--- src/rtl/lcd_read_charactor_4bit.sv ---
// -----------------------------------------------------------------------------
// lcd_read_charactor_4bit
// Read side of an HD44780 LCD on a 4-bit bus. It performs a status read
// (RS=0: busy flag and address counter) or a data read (RS=1: DDRAM/CGRAM).
// Each read uses two E strobes: the upper nibble first, then the lower nibble.
// In busy-wait mode the status read repeats until BF clears or the poll
// limit is reached.
//
// Parameters
//   SETUP_CYC   cycles from RS/RW valid to the first E rise
//   E_HIGH_CYC  cycles E is held high per strobe (data sampled as E falls)
//   E_LOW_CYC   cycles E is held low after each strobe
//   MAX_POLLS   number of extra status re-reads allowed while BF=1 (1..255)
//
// Ports
//   clk          in   system clock
//   reset        in   synchronous reset, active low
//   req          in   start a read (accepted only while ready=1)
//   sel_data     in   0 = status read, 1 = data read
//   wait_busy    in   with sel_data=0: repeat the read while BF=1
//   ready        out  idle and able to accept req
//   valid        out  one-cycle pulse, rd_byte is valid
//   rd_byte      out  byte read {upper nibble, lower nibble}
//   busy_flag    out  BF from the last status read
//   addr_count   out  address counter from the last status read
//   timeout      out  poll limit reached while BF was still 1 (set with valid)
//   rd_active    out  read in progress; the top level tristates D4-D7
//   rs, rw, e    out  LCD control lines
//   lcd_data_in  in   D4-D7 as driven by the LCD
// -----------------------------------------------------------------------------
module lcd_read_charactor_4bit #(
    parameter int SETUP_CYC  = 2,
    parameter int E_HIGH_CYC = 4,
    parameter int E_LOW_CYC  = 4,
    parameter int MAX_POLLS  = 255
) (
    input  logic       clk,
    input  logic       reset,
    input  logic       req,
    input  logic       sel_data,
    input  logic       wait_busy,
    output logic       ready,
    output logic       valid,
    output logic [7:0] rd_byte,
    output logic       busy_flag,
    output logic [6:0] addr_count,
    output logic       timeout,
    output logic       rd_active,
    output logic       rs,
    output logic       rw,
    output logic       e,
    input  logic [3:0] lcd_data_in
);

    // state    | meaning
    // ---------+-----------------------------------------------------------
    // ST_IDLE  | waiting for req; ready=1
    // ST_SETUP | RS/RW driven, E low, address setup time
    // ST_E1_HI | E high for the upper nibble
    // ST_E1_LO | E low after the upper nibble (captured on entry)
    // ST_E2_HI | E high for the lower nibble
    // ST_E2_LO | E low after the lower nibble; then re-poll or finish
    // ST_DONE  | valid=1 for one cycle, RS/RW released
    typedef enum logic [2:0] {
        ST_IDLE  = 3'd0,
        ST_SETUP = 3'd1,
        ST_E1_HI = 3'd2,
        ST_E1_LO = 3'd3,
        ST_E2_HI = 3'd4,
        ST_E2_LO = 3'd5,
        ST_DONE  = 3'd6
    } state_t;

    localparam logic [7:0] LD_SETUP = 8'(SETUP_CYC - 1);
    localparam logic [7:0] LD_HIGH  = 8'(E_HIGH_CYC - 1);
    localparam logic [7:0] LD_LOW   = 8'(E_LOW_CYC - 1);
    localparam logic [7:0] POLL_MAX = 8'(MAX_POLLS);

    state_t     r_state;
    state_t     w_state_nxt;

    logic [7:0] r_cnt;
    logic [7:0] w_cnt_load;
    logic       w_tc;

    logic       r_sel;
    logic       r_wait;
    logic [7:0] r_polls;
    logic [3:0] r_hi;
    logic [3:0] r_lo;
    logic [7:0] r_rd_byte;
    logic       r_busy_flag;
    logic [6:0] r_addr_count;
    logic       r_timeout;

    logic       w_accept;
    logic       w_cap_hi;
    logic       w_cap_lo;
    logic       w_end_read;
    logic       w_repoll;
    logic       w_finish;

    // Phase timer: a down-counter loaded on every state change with the
    // new state's duration minus one; the state ends at terminal count.
    assign w_tc = (r_cnt == 8'd0);

    // BF is bit 3 of the upper nibble captured during this read.
    assign w_repoll   = r_wait & ~r_sel & r_hi[3] & (r_polls < POLL_MAX);

    assign w_accept   = (r_state == ST_IDLE)  && req;
    assign w_cap_hi   = (r_state == ST_E1_HI) && w_tc;
    assign w_cap_lo   = (r_state == ST_E2_HI) && w_tc;
    assign w_end_read = (r_state == ST_E2_LO) && w_tc;
    assign w_finish   = w_end_read && !w_repoll;

    // ---------------------------------------------------------------- state
    always_ff @(posedge clk) begin
        if (!reset) begin
            r_state <= ST_IDLE;
        end else begin
            r_state <= w_state_nxt;
        end
    end

    // ----------------------------------------------------------- next state
    always_comb begin
        w_state_nxt = r_state;
        case (r_state)
            ST_IDLE:  if (req)  w_state_nxt = ST_SETUP;
            ST_SETUP: if (w_tc) w_state_nxt = ST_E1_HI;
            ST_E1_HI: if (w_tc) w_state_nxt = ST_E1_LO;
            ST_E1_LO: if (w_tc) w_state_nxt = ST_E2_HI;
            ST_E2_HI: if (w_tc) w_state_nxt = ST_E2_LO;
            ST_E2_LO: if (w_tc) w_state_nxt = w_repoll ? ST_SETUP : ST_DONE;
            ST_DONE:  w_state_nxt = ST_IDLE;
            default:  w_state_nxt = ST_IDLE;
        endcase
    end

    always_comb begin
        w_cnt_load = 8'd0;
        case (w_state_nxt)
            ST_SETUP:           w_cnt_load = LD_SETUP;
            ST_E1_HI, ST_E2_HI: w_cnt_load = LD_HIGH;
            ST_E1_LO, ST_E2_LO: w_cnt_load = LD_LOW;
            default:            w_cnt_load = 8'd0;
        endcase
    end

    // ------------------------------------------------------------- datapath
    always_ff @(posedge clk) begin
        if (!reset) begin
            r_cnt        <= 8'd0;
            r_sel        <= 1'b0;
            r_wait       <= 1'b0;
            r_polls      <= 8'd0;
            r_hi         <= 4'd0;
            r_lo         <= 4'd0;
            r_rd_byte    <= 8'd0;
            r_busy_flag  <= 1'b0;
            r_addr_count <= 7'd0;
            r_timeout    <= 1'b0;
        end else begin
            if (w_state_nxt != r_state) begin
                r_cnt <= w_cnt_load;
            end else if (!w_tc) begin
                r_cnt <= r_cnt - 8'd1;
            end

            if (w_accept) begin
                r_sel   <= sel_data;
                r_wait  <= wait_busy;
                r_polls <= 8'd0;
            end

            // Sample on the clock edge where E goes low.
            if (w_cap_hi) begin
                r_hi <= lcd_data_in;
            end
            if (w_cap_lo) begin
                r_lo <= lcd_data_in;
            end

            if (w_end_read && w_repoll) begin
                r_polls <= r_polls + 8'd1;
            end

            if (w_finish) begin
                r_rd_byte <= {r_hi, r_lo};
                if (!r_sel) begin
                    r_busy_flag  <= r_hi[3];
                    r_addr_count <= {r_hi[2:0], r_lo};
                end
                // Finishing a busy-wait status read with BF still set can
                // only mean the poll budget ran out.
                r_timeout <= r_wait & ~r_sel & r_hi[3];
            end
        end
    end

    // -------------------------------------------------------------- outputs
    // Control lines decode straight from the state register, so RS/RW can
    // only change on state boundaries where E is already low.
    always_comb begin
        ready     = (r_state == ST_IDLE);
        valid     = (r_state == ST_DONE);
        rd_active = (r_state != ST_IDLE);
        e         = (r_state == ST_E1_HI) || (r_state == ST_E2_HI);
        rw        = (r_state == ST_SETUP) || (r_state == ST_E1_HI) ||
                    (r_state == ST_E1_LO) || (r_state == ST_E2_HI) ||
                    (r_state == ST_E2_LO);
        rs        = rw & r_sel;
    end

    assign rd_byte    = r_rd_byte;
    assign busy_flag  = r_busy_flag;
    assign addr_count = r_addr_count;
    assign timeout    = r_timeout;

endmodule

--- config.mk ---
export PLATFORM = sky130hd
export DESIGN_NAME = lcd_read_charactor_4bit
export DESIGN_NICKNAME = d
export VERILOG_FILES = /design/src/rtl/lcd_read_charactor_4bit.sv
export SDC_FILE = /design/constraint.sdc
export NUM_CORES = 1
export LEC_CHECK = 0
export CAP_MARGIN = 20
export CORE_MARGIN = 8
export CORE_UTILIZATION = 53
export DETAILED_ROUTE_END_ITERATION = 8
export PLACE_DENSITY = 0.84
export SETUP_SLACK_MARGIN = 0.05
export SKIP_CTS_REPAIR_TIMING = 1
export SLEW_MARGIN = 20
export SYNTH_ARGS = -nofsm -noshare
export SYNTH_HDL_FRONTEND = slang
export SYNTH_SLANG_ARGS = --single-unit
--- constraint.sdc ---
create_clock -name clk -period 2.3 [get_ports clk]
set_input_delay 0.46 -clock clk [delete_from_list [all_inputs] [get_ports clk]]
set_output_delay 0.46 -clock clk [all_outputs]
set_load 0.01 [all_outputs]
[After elaboration in Yosys (flattened, before gate mapping)]
Cells that the tools add are included.
Storage, ports and cells
  bits in registers: 46
  input port bits: 9
  output and inout port bits: 23
Cells by class
  $add $sub $neg: 2
  $lt $le $gt $ge: 1
  eq/ne operators: 13
  multiplexer cells: 13
  bitwise operators: 5
  reduce and logical (&&, ||, !) cells: 18
Operators with widths (count)
  $mux 8: 4
  $mux 3: 7
  $pmux 3 s6: 1
  $eq 3x3->1 const B: 5
  $eq 3x2->1 const B: 4
  $add 8x1->8 const B: 1
  $logic_not 8->1: 1
  $lt 8x8->1 const B: 1
  $sub 8x1->8 const B: 1
  $eq 3x1->1 const B: 2
  $logic_and 1x1->1: 6
  $logic_or 1x1->1: 5
  $and 1x1->1: 4
  $pmux 2 s2: 1
  $reduce_or 4->1: 1
  $logic_not 3->1: 1
  $ne 3x3->1: 1
  $reduce_bool 3->1: 1
  $ne 2x1->1 const B: 1
  $reduce_and 2->1: 1
  $reduce_bool 2->1: 1
  $logic_not 1->1: 1
  $not 1->1: 1

[Longest topological paths before layout]
  word-level depth: 11
  gate-level depth with buffers: 9

[Worst setup path after synthesis]
No wires, ideal clock.
  path kind: register to register
  start point: register r_cnt[0]
  end point: register r_lo[0]
  library setup time: 0.128 ns
  data arrival time: 1.839 ns
  required time: 2.172 ns
  setup slack: 0.333 ns
  cell stages (with the launch flop): 8
  clock period less this slack: 1.967 ns
  cells stage by stage: dfxtp_1 inv_1 ha_1 or4b_1 or4_4 buf_6 mux2i_1 nor2_1
Between the ends
  longest elaborated chain between the ends: 2
Ends and longest elaborated chain
  start, declared: line 82  | logic [7:0] r_cnt;
  start signal, assigned: line 165  | r_cnt <= w_cnt_load;
  start signal, assigned: line 167  | r_cnt <= r_cnt - 8'd1;
  $logic_not 8->1: line 105  | assign w_tc = (r_cnt == 8'd0);
  $logic_and 1x1->1: line 112  | assign w_cap_lo = (r_state == ST_E2_HI) && w_tc;
  end signal, assigned: line 181  | r_lo <= lcd_data_in;
  end, declared: line 90  | logic [3:0] r_lo;
Every way passes these cells.
A chain may end at the register's enable or synchronous reset.

[Worst setup path after layout]
  start point: register r_state[1]
  end point: output rs
Between the ends
  longest elaborated chain between the ends: 6
Ends and longest elaborated chain
  start, declared: line 79  | state_t r_state;
  start signal, assigned: line 121  | r_state <= w_state_nxt;
  $eq 3x1->1 / $eq 3x2->1 (equally long branches): line 209  | rw = (r_state == ST_SETUP) || (r_state == ST_E1_HI) ||
  $logic_or 1x1->1 (2 in series): line 209
  $logic_or 1x1->1: line 210  | (r_state == ST_E1_LO) || (r_state == ST_E2_HI) ||
  $logic_or 1x1->1 (*): line 210
  $and 1x1->1 (*): line 212  | rs = rw & r_sel;
  end, declared: line 49  | output logic rs,
Mark *: on every way between the ends. The rest lies on a longest branch, timed or not.

==> impl_metrics.py <==
metrics = {
    "floorplan": {
        "core-area_sq_mm": 0.00397,
        "pin_count": 32,
        "start_util_pct": 54.9,
        "rows": 23,
        "die_area_sq_mm": 0.00642,
        "die_w_um": 80.1,
        "die_h_um": 80.1,
    },
    "sta": {
        "fmaxAchievable_mhz": 452,
        "worstMarginPinSlew_ns": 0.517,
        "slew_violations": 0,
        "setup_viol_count_final": 0,
        "finalCritPeriodShare_pct": 96.3,
        "timing.slew.headroom_pct": 64.6,
        "rsz0062_at_grt": "true",
        "finalHoldViolCount": 0,
        "fin_ws_ns": 0.0859,
        "skew_ns": 0.00794,
        "min_period_ns": 2.21,
    },
    "grt": {
        "grt_pass1_vias": 1911,
        "antenna_found_initial": 0,
        "grt_use_met1_pct": 21.7,
        "use_met3_pct": 3.79,
        "grt_overflow": 0,
        "use_met2_pct": 28.5,
        "grt_max_degree": 27,
        "grt_pass1_wl_mm": 9.03,
        "top_usage_layer": "met2",
        "grt_usage_pct": 17.2,
    },
    "cts": {
        "path_clk_slew_ns": 0.09,
        "insertion_delay_ns": 0.31,
        "ctsRootBufferMaster": "clkbuf_8",
        "htreeDepth": 2,
        "numClockSinks": 46,
        "cts_buffers": 5,
        "cts_tree": "yes",
        "cts_max_path_buffers": 2,
    },
    "hold_path": {
        "hold_depth": 2,
        "worst_hold_path_type": "flop to flop",
        "min_from": "addr_count[4]",
        "min_to": "addr_count[4]",
    },
    "critical_path": {
        "startpoint_type": "flop",
        "cp-end-kind": "output pin",
        "reg2reg_to": "r_lo[1]",
        "reg2reg_setup_slack_ns": 0.16,
        "cp_max_fo": 11,
        "crit_required_ns": 1.84,
        "r2r_start": "r_cnt[0]",
        "crit_type": "flop to output pin",
        "rr_worst_depth": 6,
        "worst_ep_arrival_time_ns": 1.75,
    },
    "logic_synthesis": {
        "ys_ff_latch": 46,
        "syn_area_per_cell_sq_um": 8.49,
        "yosys.area.top_type": "dfxtp_1",
        "synthArstFlopShare_pct": 0,
        "ys_warn_count": 0,
        "synthTopCellsByArea": "dfxtp_1 42%, mux2i_1 8.3%, nand2_1 5.0%",
        "synth_top_area_share_pct": 42.2,
        "syn_nets": 268,
        "synth_ff_type": "dfxtp_1",
        "yosys.cell_types.count": 48,
        "syn-instance-count": 257,
        "syn_area_sq_mm": 0.00218,
        "ys_seq_area_share_pct": 42.2,
        "synth-edff-count": 0,
    },
    "routing": {
        "ant_nets": 0,
        "drc_errors": 0,
        "wl_per_cell_um": 16.1,
        "vias": 2011,
        "drt_wl_total_mm": 5.49,
        "drtIter0Drc": 206,
        "drtPass1Iterations": 4,
        "viasPerCell": 5.88,
    },
    "cells_and_area": {
        "diodes": 0,
        "layout_commonest_cell": "dfxtp_1",
        "final_cell_mix": "44 x dfxtp_1, 29 x nand2_1, 29 x clkdlybuf4s50_1",
        "layout-drive-gt1-share_pct": 11.0,
        "layout.nets": 302,
        "synthToLayoutAreaGrowth_pct": 24.6,
    },
    "status": {
        "status": "completed",
    },
    "job": {
        "drv_cap": 0,
    },
    "power": {
        "p_leak_nw": 0.998,
        "power_w": 0.00265,
        "max-vdd-ir-drop_uv": 610,
        "powerDensity_mw_per_mm2": 975,
    },
    "placed_design": {
        "place_ws_ns": 0.126,
        "place.gp.congestion": 0.851,
        "hpwl_mm": 3.76,
        "io_buffer_count": 31,
    },
}
critical path: stages (launching register included):
cell	delay, ns
dfxtp_4	0.39
or3_4	0.41
and3_1	0.17
clkdlybuf4s50_1	0.47
cell families (layout without fill, tap and decap cells):
logic type	count (synthesis)	after routing	synth area share, %
adders and majority gates	2	2	1.15
and+or+nand+nor	105	105	25.9
AOI/OAI and AO/OA	60	60	16.8
DFF	46	46	42.2
muxes	18	18	8.26
xor gates and xnor gates	2	2	0.803
buffers and inverters	24	59	4.82
routing by layer:
layer,wire (um),vias to the layer above
met5,0,-
met4,71,0
met3,268,9
met2,2650,56
met1,2500,947
li1,-,999
synthesized netlist by cell type (2+ instances only):
cell	count
or3_1	6
a31oi_1	5
buf_2	6
o21ai_0	13
xnor2_1	2
nand4_1	6
nand3_1	18
and3_1	3
a311oi_1	2
inv_1	4
nand2b_1	2
or4_1	4
ha_1	2
o21ai_1	3
nor2b_1	3
o21a_1	3
clkbuf_1	11
nand2_1	29
mux2i_1	18
nor2_1	20
o211ai_1	4
dfxtp_1	46
nand3b_1	2
nor3_4	2
a21oi_1	19
nor3_1	2
power breakdown:
group / total [W] / switching, W / leakage [nW] / internal [W]
clock: 0.000498 / 0.000284 / 0.0441 / 0.000214
combinational: 0.00113 / 0.000618 / 0.580 / 0.000515
sequential: 0.00102 / 0.000134 / 0.373 / 0.000885
registers in the layout, indices dropped and copies added, names as in the netlist:
register / flops
r_lo: 4
addr_count: 7
busy_flag: 1
r_sel: 1
r_polls: 8
r_state: 3
r_cnt: 8
r_hi: 4
rd_byte: 8
r_wait: 1
timeout: 1
layout make-up:
type / count / area (sq um)
clock inverters: 3 / 21.3
repair buffers: 45 / 433
flip-flops and latches: 46 / 926
multi-input cells: 187 / 1180
fillers: 321 / 1250
inverters: 6 / 22.5
clock buffers: 5 / 68.8
well taps: 50 / 62.6
worst max path at each step:
stage,from,endpoint,cells after the start
after CTS,r_state[1],ready,3
after global placement,r_cnt[0],addr_count[6],6
after detailed placement,r_cnt[0],addr_count[1],6
after global routing,r_cnt[0],r_polls[7],7
final,r_state[1],rs,3
after floorplan,r_cnt[0],r_lo[0],7
stage by stage:
step           instances  instance area (sq um)  hold WS [ns]  TNS [ns]  utilization, %
2_1_floorplan        257                   2180         0.432         0               -
3_3_place_gp         332                   2560         0.440         0            64.5
3_5_place_dp         332                   2560         0.448         0            64.5
4_1_cts              340                   2650         0.461    -0.199            66.8
5_1_grt              342                   2720         0.494         0            68.4
6_report             342                   2720         0.464         0            68.4
Power figures use the tool's default switching activity.
